### config.mk
export PLATFORM = sky130hd
export DESIGN_NAME = pwm_generate
export DESIGN_NICKNAME = d
export VERILOG_FILES = /design/src/rtl/pwm_generate.sv
export SDC_FILE = /design/constraint.sdc
export NUM_CORES = 1
export LEC_CHECK = 0
export BUFFER_PORTS_ARGS = -buffer_cell sky130_fd_sc_hd__buf_4
export CAP_MARGIN = 15
export CORE_MARGIN = 1.5
export CORE_UTILIZATION = 55
export CTS_CLUSTER_SIZE = 10
export DETAILED_ROUTE_END_ITERATION = 16
export GPL_TIMING_DRIVEN = 1
export PLACE_DENSITY = 0.7
export SLEW_MARGIN = 20
export SYNTH_ARGS = -nofsm -noshare
export SYNTH_HDL_FRONTEND = slang
export SYNTH_SLANG_ARGS = --single-unit
### constraint.sdc
create_clock -name clk -period 6.4 [get_ports clk]
set_input_delay 0.32 -clock clk [delete_from_list [all_inputs] [get_ports clk]]
set_output_delay 0.32 -clock clk [all_outputs]
set_load 0.005 [all_outputs]
### src/rtl/pwm_generate.sv
// Pulse-width frame generator: each PERIOD_CYCLES frame is high for
// value*CYCLES_PER_UNIT cycles (clamped to leave one low cycle).
module pwm_generate #(
    parameter int CYCLES_PER_UNIT = 1664,
    parameter int PERIOD_CYCLES   = 500_000
) (
    input  logic       clk,
    input  logic       reset,
    input  logic       enable,
    input  logic [7:0] value,
    input  logic       value_valid,
    output logic       value_ready,
    output logic       pwm_out,
    output logic       busy,
    output logic       frame_done
);
    localparam int PW = (PERIOD_CYCLES > 2) ? $clog2(PERIOD_CYCLES) : 1;
    localparam logic [PW-1:0] LAST = PW'(PERIOD_CYCLES - 1);

    typedef enum logic [1:0] {IDLE, HIGH, LOW} state_t;

    function automatic logic [PW-1:0] hi_of(input logic [7:0] v);
        logic [31:0] prod;
        prod = 32'(v) * 32'(CYCLES_PER_UNIT);
        if (prod >= 32'(PERIOD_CYCLES))
            return LAST;
        return PW'(prod);
    endfunction

    state_t        state, state_nxt;
    logic [PW-1:0] phase, phase_nxt;
    logic [7:0]    act_val, pend_val, start_val;
    logic          pend_full;
    logic [PW-1:0] act_hi, start_hi;
    logic          xfer, at_end, start;
    logic          pwm_d, busy_d, done_d;

    // A frame about to start takes the pending value if one is waiting.
    assign start_val = pend_full ? pend_val : act_val;
    assign start_hi  = hi_of(start_val);
    assign act_hi    = hi_of(act_val);
    assign xfer      = value_valid && !pend_full;
    assign at_end    = (state == LOW) && (phase == LAST);
    assign start     = enable && ((state == IDLE) || at_end);

    assign value_ready = !pend_full;

    always_ff @(posedge clk) begin
        if (reset) begin
            state     <= IDLE;
            phase     <= '0;
            act_val   <= '0;
            pend_val  <= '0;
            pend_full <= 1'b0;
        end else begin
            state <= state_nxt;
            phase <= phase_nxt;
            if (start)
                act_val <= start_val;
            if (xfer) begin
                pend_val  <= value;
                pend_full <= 1'b1;
            end else if (start) begin
                pend_full <= 1'b0;
            end
        end
    end

    always_comb begin
        state_nxt = state;
        phase_nxt = phase;
        case (state)
            IDLE: begin
                phase_nxt = '0;
                if (start)
                    state_nxt = (start_hi == '0) ? LOW : HIGH;
            end
            HIGH: begin
                phase_nxt = phase + PW'(1);
                if (phase == act_hi - PW'(1))
                    state_nxt = LOW;
            end
            LOW: begin
                if (at_end) begin
                    phase_nxt = '0;
                    if (enable)
                        state_nxt = (start_hi == '0) ? LOW : HIGH;
                    else
                        state_nxt = IDLE;
                end else begin
                    phase_nxt = phase + PW'(1);
                end
            end
            default: begin
                state_nxt = IDLE;
                phase_nxt = '0;
            end
        endcase
    end

    // Outputs are decoded from the next state and registered.
    always_comb begin
        pwm_d  = (state_nxt == HIGH);
        busy_d = (state_nxt != IDLE);
        done_d = (state_nxt == LOW) && (phase_nxt == LAST);
    end

    always_ff @(posedge clk) begin
        if (reset) begin
            pwm_out    <= 1'b0;
            busy       <= 1'b0;
            frame_done <= 1'b0;
        end else begin
            pwm_out    <= pwm_d;
            busy       <= busy_d;
            frame_done <= done_d;
        end
    end
endmodule

Word-level counts from Yosys, hierarchy flattened

Index checks and enable logic that the tools add are counted.

Memories: 0
Memory bits (read-only): 0
Latch bits: 0
Output and inout port bits: 4
Flip-flop bits (word level): 41
Logic and storage cells: 48
Bits of input ports: 12
RAM bits: 0

$lt $le $gt $ge: 2
Add/subtract/negate cells: 2
Bitwise gates (word level): 0
Shifts and indexed selects: 0
Div/mod/pow operators: 0
Reductions and logical operators: 10
$mul: 2
Equal/unequal tests: 7
Muxes and demuxes: 17

Operators with widths:

| kind                                                       | count |
|---|---|
| two-way mux 19 bit                                         | 5 |
| equality test 19 bit (second input constant)               | 2 |
| greater-or-equal comparator 19 bit (second input constant) | 2 |
| case mux 19 bit (2 select lines)                           | 1 |
| multiplier 8 x 4 -> 12 bit (second input constant)         | 2 |
| adder 19 x 1 -> 19 bit (second input constant)             | 1 |
| equality test 19 bit                                       | 1 |
| zero test 19 bit                                           | 1 |
| subtractor 19 x 1 -> 19 bit (second input constant)        | 1 |
| two-way mux 2 bit                                          | 5 |
| two-way mux 8 bit                                          | 1 |
| case mux 2 bit (3 select lines)                            | 1 |
| equality test 2 x 1 -> 1 bit (second input constant)       | 2 |
| equality test 2 bit (second input constant)                | 2 |
| logical AND 1 bit                                          | 4 |
| two-way mux 1 bit                                          | 4 |
| nonzero test 2 bit                                         | 2 |
| zero test 2 bit                                            | 1 |
| zero test 1 bit                                            | 1 |
| logical OR 1 bit                                           | 1 |

Logic depth before layout (Yosys ltp)

Gate-level depths: netlist (run 1).

Depth after elaboration: 12
Gate-level depth with buffers: 17

Worst setup path before layout (run 1)

Ideal clock, no wire load.

Path type: reg-to-reg
Start: reg pend_full
End: reg frame_done
Cell stages (with the launch flop): 16
Data arrival time: 4.118 ns
Data required time: 6.297 ns
Setup slack: 2.178 ns
Clock period less this slack: 4.222 ns
Cells stage by stage: dfxtp_1 clkbuf_1 mux2_2 ha_1 inv_1 fa_1 inv_1 fa_1 nor4_1 o211ai_1 or3_1 nor3_1 nand2_1 o21ai_0 nand2_1 a2111oi_2

Word-level cells in the longest chain between the ends: 12
Elaborated cells between the ends (all ways): 13
Classes of those cells: 1 x mul; 1 x order compare; 1 x eq/ne; 8 x mux; 2 x reduce/logical

RTL lines:

| item                                | RTL line | text |
|---|---|---|
| start, declared                     | 33       | `logic pend_full;` |
| start signal, assigned              | 54       | `pend_full <= 1'b0;` |
| start signal, assigned              | 62       | `pend_full <= 1'b1;` |
| start signal, assigned              | 64       | `pend_full <= 1'b0;` |
| two-way mux 8 bit (*)               | 39       | `assign start_val = pend_full ? pend_val : act_val;` |
| named net start_val[2]              | 32       | `logic [7:0] act_val, pend_val, start_val;` |
| multiplier 8 x 4 -> 12 bit (*)      | 24       | `prod = 32'(v) * 32'(CYCLES_PER_UNIT);` |
| greater-or-equal comparator 19 bit  | 25       | `if (prod >= 32'(PERIOD_CYCLES))` |
| two-way mux 1 bit                   | 25       |  |
| two-way mux 19 bit (*)              | 27       | `return PW'(prod);` |
| zero test 19 bit (*)                | 76, 87   |  |
| two-way mux 2 bit (*)               | 76, 87   |  |
| two-way mux 2 bit                   | 86       | `if (enable)` |
| two-way mux 2 bit                   | 84       | `if (at_end) begin` |
| case mux 2 bit (3 select lines) (*) | 72       | `case (state)` |
| equality test 2 bit (*)             | 105      | `done_d = (state_nxt == LOW) && (phase_nxt == LAST);` |
| logical AND 1 bit (*)               | 105      |  |
| end signal, assigned                | 116      | `frame_done <= done_d;` |
| end, declared                       | 15       | `output logic frame_done` |

Mark *: on every way through the listed nets, which the timed path passes. The rest lies on a longest branch.
A chain may end at the register's enable or synchronous reset.

Worst setup path in the final report (run 1)

Same ends and word-level chain as after synthesis.

==> results of run 1 <==
==> logic make-up (layout without fill, tap and decap cells) <==
logic type,after synthesis,count (layout),synth area share [%]
xor+xnor,35,35,7.585
simple gates,185,185,24.30
mux,12,12,3.034
flops,41,41,20.31
buf+inv,75,76,7.492
compound gates,102,102,18.39
fa+ha+maj,55,55,18.89
==> worst max-delay path: cells and delay by family, from the launching register on <==
kind            cells  cell delay [ns]
flops               1             0.66
buf+inv             3             0.23
mux                 1             0.38
fa+ha+maj           3             1.27
compound gates      3             0.85
simple gates        5             1.10
==> worst max path at each step <==
| stage | start | to | slack (ns) |
|---|---|---|---|
| 4_1_cts | pend_full$_SDFFE_PP0P_ | frame_done$_SDFF_PP0_ | 1.76 |
| 2_1_floorplan | pend_full$_SDFFE_PP0P_ | frame_done$_SDFF_PP0_ | 2.18 |
| 6_report | pend_full$_SDFFE_PP0P_ | frame_done$_SDFF_PP0_ | 1.82 |
| 5_1_grt | pend_full$_SDFFE_PP0P_ | frame_done$_SDFF_PP0_ | 1.41 |
| 3_3_place_gp | pend_full$_SDFFE_PP0P_ | frame_done$_SDFF_PP0_ | 1.90 |
| 3_5_place_dp | pend_full$_SDFFE_PP0P_ | frame_done$_SDFF_PP0_ | 1.77 |
==> registers in the layout, indices dropped and copies added (netlist names) <==
register,flops
frame_done,1
pend_val,8
state,2
pwm_out,1
pend_full,1
phase,19
busy,1
act_val,8
==> metal layers <==
metal,GRT usage (%),up-vias
met5,0,-
met2,38.91,52
met1,28.16,1639
met4,9.375,0
li1,-,1758
met3,3.545,18
==> synth_stat cells, types with 3 or more instances <==
cell type | instances | area [sq um]
nand2_1 | 50 | 187.7
nor2_1 | 46 | 172.7
mux2i_1 | 10 | 100.1
ha_1 | 45 | 563.0
nor3_1 | 15 | 75.07
xnor2_1 | 18 | 157.7
nand4_1 | 6 | 37.54
and4_1 | 3 | 26.28
fa_1 | 10 | 200.2
a211oi_1 | 9 | 67.56
o21ai_0 | 14 | 70.07
nor3b_1 | 4 | 30.03
o211ai_1 | 4 | 30.03
nand2b_1 | 4 | 25.02
inv_1 | 53 | 198.9
a22oi_1 | 3 | 22.52
a31oi_1 | 4 | 25.02
a21oi_1 | 32 | 160.2
and2_1 | 4 | 25.02
a21o_1 | 8 | 60.06
nor4_1 | 3 | 18.77
nor2b_1 | 5 | 31.28
xor2_1 | 17 | 148.9
nand3_1 | 14 | 70.07
dfxtp_1 | 41 | 820.8
clkbuf_1 | 18 | 67.56
and3_1 | 8 | 50.05
==> per-stage QoR <==
step	setup slack, ns	std cells
after CTS	1.760	605
final	1.816	605
after detailed placement	1.774	597
after global placement	1.904	597
after global routing	1.414	605
after floorplan	2.178	505
==> cell type report <==
type | instances | area (sq um) | area share [%]
Multi-Input combinational cell | 389 | 2918 | 68.07
Clock buffer | 5 | 68.82 | 1.605
Sequential cell | 41 | 820.8 | 19.15
Clock inverter | 3 | 43.79 | 1.022
Tap cell | 99 | 123.9 | 2.890
Inverter | 53 | 198.9 | 4.641
Timing Repair Buffer | 15 | 112.6 | 2.627
==> power by group through the flow <==
stage	clock, mW	sequential [mW]	combinational [mW]
2_1_floorplan	0	0.282	0.291
3_3_place_gp	0	0.287	0.352
3_5_place_dp	0	0.288	0.361
4_1_cts	0.219	0.282	0.364
5_1_grt	0.230	0.284	0.411
6_report	0.213	0.281	0.363
==> summary.md, run 1 <==
| Metric | Value |
|---|---|
| Outcome | `complete, no violations` |
| Number of nets with antenna violations after routing | `0` |
| Pin count of the biggest net entering global routing | `21` |
| Routed vias/inst | `5.731` |
| Avg Inst Size Synth | `8.003 sq um` |
| Maxcap violations | `0` |
| Critical-path top delay cell | `dfxtp_1` |
| Worst hold path depth | `3` |
| Fraction of power spent switching nets | `37.18%` |
| Mapped Nets | `572` |
| WHS | `0.2725 ns` |
| Sw power | `318.8 uW` |
| Clock Tree Buf Depth | `2` |
| Filler cells | `678` |
| Fin Clk Skew | `0.01810 ns` |
| #FFs+latches synth | `41` |
| Sequential share of power | `32.8%` |
| Met3 wire len | `243 um` |
| Lkg Pwr | `1.931 nW` |
| Root buffer cell | `clkbuf_8` |
| TritonCTS clock tree | `done` |
| Clk Latency, worst-skew pair | `0.30 ns` |
| Hold crit path type | `primary input to register` |
| Initial antenna violation count | `0` |
| Unrepaired setup endpoints after global routing | `false` |
| Reg2reg setup slack | `1.82 ns` |
| RR Endpoint | `frame_done$_SDFF_PP0_` |
| Hold_buf cts | `0` |
| Clock tree sinks | `41` |
| Die Width | `88.72 um` |
| Ys Warns | `0` |
| Main synth FF type | `dfxtp_1` |
| Max Fclk | `0.2181 GHz` |
| Critical R2R Launch | `pend_full$_SDFFE_PP0P_` |
| Crit path arrival time | `4.79 ns` |
| CTS buffer count | `5` |
| Maximum VDD drop | `0.0001069 V` |
| Clk pwr share | `24.8%` |
| Drt pass-1 iters | `4` |
| Worst Max-Slew Pin Slew | `0.9032 ns` |
| Metal-1 WL | `3.867 mm` |
| RD Place Congestion | `0.8171` |
| Crit-path most repeated cell | `inv_1` |
| Final-report setup violation count | `0` |
| Core Util, Final | `59.74%` |
| Rel. slew slack | `39.56%` |
| Worst setup SP type | `register` |
| Met2 routed WL | `4.130 mm` |
| Tot Pwr | `857.4 uW` |
| Post-CTS Setup Bufs | `0` |
| Fin. Hold Viols | `0` |
| CTS clk-pin slew, worst paths | `0.09 ns` |
| HPWL after DPL | `6.793 mm` |
| Most common cell after layout, fill and taps aside | `inv_1` |
| WS Path Type | `register to register` |
| Hold Crit Start | `value[5]` |
| Distinct cells, synth | `73` |
| Port bufs | `15` |
| DRT Wirelength | `8.498 mm` |
| Fraction of registers with async set/reset | `0%` |
| CP Data Required Time | `6.61 ns` |
| Period Utilization, post-route | `71.63%` |
| Fin. max-slew vios | `0` |
| Final instance area | `4287 sq um` |
| Final nets | `572` |
| Crit. End Element | `register` |
| Share of cells above drive strength 1 | `9.684%` |
| Pint | `538.6 uW` |
| CP cell instances | `mux2i_1, inv_1, ha_1, inv_1, fa_1, inv_1, fa_1, nor4_1, o211ai_1, or3_1, nor3_1, nand2_1, o21ai_0, nand2_1, a2111oi_2` |
| Register area share after synthesis | `20.31%` |
| Mapped Cells | `505` |
| R2r worst-path depth | `15` |
| Crit-path max FO | `11` |
| Global-route wire length before repair | `14.15 mm` |
| Antenna Cells | `0` |
| Logic gate share of total power | `42.4%` |
| # DRC | `0` |
| Global route total overflow | `0` |
| Hold EP | `pend_val[5]$_SDFFE_PP0P_` |
| Max layer used | `met4` |
| Final setup TNS | `0 ns` |
| Vias | `3,467` |
| Most frequent cells in the layout | `inv_1 (53), nand2_1 (50), nor2_1 (46)` |
| Synthesis-to-layout area growth | `6.068%` |
| CTS resizes | `0` |
| Die area | `7871 sq um` |
| Iteration-0 DRC Markers | `201` |
| Area post-placement | `4174 sq um` |
| Initial core utilization | `56.32%` |
| Core Rows | `31` |
| Total GRT Usage | `22.65%` |
| EDFF count, synth | `0` |
| I/O Pins | `16` |
| H-tree depth | `2` |
| Slowest cell delay on critical path | `0.66 ns` |
| Core area | `7176 sq um` |
| Cell area after synthesis | `4041 sq um` |
| Pwr dens | `200.0 nW/um^2` |
| Avg WL per Cell | `14.05 um` |
| Vias in the first global route | `3,171` |
| Die Y | `88.72 um` |
| Final min period | `4.584 ns` |
(Power assumes the default switching activity.)
==> run 2: changes to the inputs <==
==> constraint.sdc (replaced) <==
create_clock -name clk -period 4.5 [get_ports clk]
set_input_delay 0.225 -clock clk [delete_from_list [all_inputs] [get_ports clk]]
set_output_delay 0.225 -clock clk [all_outputs]
set_load 0.005 [all_outputs]
==> run 2 against run 1 <==
  * Die area did not move
  * Highest routed layer unchanged
  * Global-route usage rose by 0.40 points
  * Clock skew fell by 0.0048 ns
==> summary.md, run 2 (synthesized netlist as in run 1, its figures left out) <==
| Metric | Value |
|---|---|
| CP Data Required Time | `4.71 ns (-1.90 ns)` |
| Largest register FFs | `19 (unchanged)` |
| Initial antenna violation count | `0 (unchanged)` |
| Pin count of the biggest net entering global routing | `21 (unchanged)` |
| Global-route wire length before repair | `14.35 mm (+1.5%)` |
| Fin. Hold Viols | `0 (unchanged)` |
| Antenna Cells | `0 (unchanged)` |
| Synthesis-to-layout area growth | `8.545%` |
| Iteration-0 DRC Markers | `124 (-38%)` |
| Routed vias/inst | `5.631 (-1.7%)` |
| Worst setup SP type | `register` |
| Dpl cells | `607 (+1.7%)` |
| Die Width | `88.72 um (unchanged)` |
| Crit-path max FO | `7 (-4)` |
| Vias | `3,469 (+0.058%)` |
| Critical-path top delay cell | `fa_1` |
| Fin. max-slew vios | `0 (unchanged)` |
| H-tree depth | `2 (unchanged)` |
| Slowest cell delay on critical path | `0.62 ns (-0.04 ns)` |
| Fin Clk Skew | `0.01334 ns (-0.004755 ns)` |
| Rel. slew slack | `38.86% (-0.70 points)` |
| Hold crit path type | `primary input to register` |
| Crit-path most repeated cell | `fa_1` |
| Clock Tree Buf Depth | `2 (unchanged)` |
| DRT Wirelength | `8.545 mm (+0.55%)` |
| Share of cells above drive strength 1 | `11.99% (+2.3 points)` |
| CP cell instances | `ha_1, fa_1, inv_1, fa_1, or2b_2, or4_1, a21o_1, a2111oi_1, a211oi_1, a31oi_1, nand4bb_4, a2111oi_2` |
| Final instance area | `4387 sq um (+2.3%)` |
| Root buffer cell | `clkbuf_8` |
| Tot Pwr | `1.244 mW (+45%)` |
| Global route total overflow | `0 (unchanged)` |
| Setup WS post-layout | `0.1784 ns (-1.637 ns)` |
| Clock tree sinks | `41 (unchanged)` |
| Buffer and inverter count on the worst path | `1 (-2)` |
| Lkg Pwr | `1.983 nW (+2.7%)` |
| Die Y | `88.72 um (unchanged)` |
| Vias in the first global route | `3,258 (+2.7%)` |
| Total GRT Usage | `23.05% (+0.40 points)` |
| Regs by FF count | `phase: 19 flops, act_val: 8 flops, pend_val: 8 flops` |
| CTS clk-pin slew, worst paths | `0.09 ns (about the same)` |
| Initial core utilization | `56.32% (unchanged)` |
| WS Path Type | `register to register` |
| Worst Max-Slew Pin Slew | `0.9137 ns (+0.01052 ns)` |
| Maximum VDD drop | `0.0001978 V (+85%)` |
| Avg WL per Cell | `13.87 um (-1.2%)` |
| Port bufs | `15 (unchanged)` |
| Die area | `7871 sq um (unchanged)` |
| Final min period | `4.322 ns (-0.2627 ns)` |
| Maxcap violations | `0 (unchanged)` |
| Crit path arrival time | `4.53 ns (-0.26 ns)` |
| TritonCTS clock tree | `done` |
| Period Utilization, post-route | `96.04% (+24 points)` |
| HPWL after DPL | `6.835 mm (+0.63%)` |
| Final nets | `583 (+1.9%)` |
| Core area | `7176 sq um (unchanged)` |
| Top Family by Delay on Critical Path | `adder cells` |
| Most common cell after layout, fill and taps aside | `inv_1` |
| Core Rows | `31 (unchanged)` |
| RD Place Congestion | `0.7943 (-2.8%)` |
| Pwr dens | `283.5 nW/um^2 (+42%)` |
| Outcome | `complete, no violations` |
| I/O Pins | `16 (unchanged)` |
| Pre-CTS WS | `0.1411 ns (-1.633 ns)` |
| Clk Latency, worst-skew pair | `0.30 ns (about the same)` |
| Final-report setup violation count | `0 (unchanged)` |
| Most frequent cells in the layout | `inv_1 (53), nand2_1 (50), nor2_1 (46)` |
| Area post-placement | `4249 sq um (+1.8%)` |
| CTS buffer count | `5 (unchanged)` |
| Drt pass-1 iters | `4 (unchanged)` |
| # DRC | `0 (unchanged)` |
| Non-filler cells, final | `616 (+1.8%)` |
| Number of nets with antenna violations after routing | `0 (unchanged)` |
| Top reg by flops | `phase` |
| Crit. End Element | `register` |
| Max Fclk | `0.2314 GHz (+6.1%)` |
[run 2: layout make-up]
type | instances | area (sq um)
clock buffer | 5 | 68.82
tap | 99 | 123.9
multi-input combinational | 389 | 2934
inverter | 53 | 198.9
sequential | 41 | 822.0
clock inverter | 3 | 43.79
timing repair buffer | 26 | 195.2
fill | 653 | 2789
[run 2: per-layer routing]
layer / vias up / part of all wire, % / GRT usage (%)
met5: - / 0 / 0
met4: 0 / 1.2 / 5.824
met3: 8 / 2.7 / 3.918
met2: 57 / 51 / 42.29
met1: 1623 / 45 / 27.74
li1: 1781 / - / -
[run 2: power breakdown]
part	internal (mW)	switching, mW	leakage (nW)
combinational	0.235	0.309	1.59
clock	0.166	0.138	0.0585
sequential	0.379	0.0165	0.334
total	0.780	0.463	1.98
[run 2: worst paths after layout]
kind                             from                  endpoint  slack (ns)  cells past startpoint
min reg2reg  pend_val[7]$_SDFFE_PP0P_  pend_val[7]$_SDFFE_PP0P_        0.46                      2
min                          value[5]  pend_val[5]$_SDFFE_PP0P_        0.17                      3
max           act_val[2]$_SDFFE_PP0P_     frame_done$_SDFF_PP0_        0.18                     12
max reg2reg   act_val[2]$_SDFFE_PP0P_     frame_done$_SDFF_PP0_        0.18                     12
[run 2: stage by stage]
stage               setup TNS, ns  util [%]  hold slack (ns)
floorplan                       0         -           0.3610
global placement                0     59.22           0.4443
detailed placement              0     59.22           0.4479
CTS                             0     60.78           0.1588
global route            -0.006321     61.13           0.1805
finish                          0     61.13           0.1661
[run 2: repair_timing]
action,CTS,global route
resized for setup,0,5
endpoints found under the setup margin,0,3
hold buffers,0,0
setup buffers,0,1
[run 2: worst min-delay path, delay by kind of cell]
family	cells	cell delay, ns
AO/OA/AOI/OAI	1	0.05
buffers and inverters	1	0.11
AND/OR/NAND/NOR	1	0.05
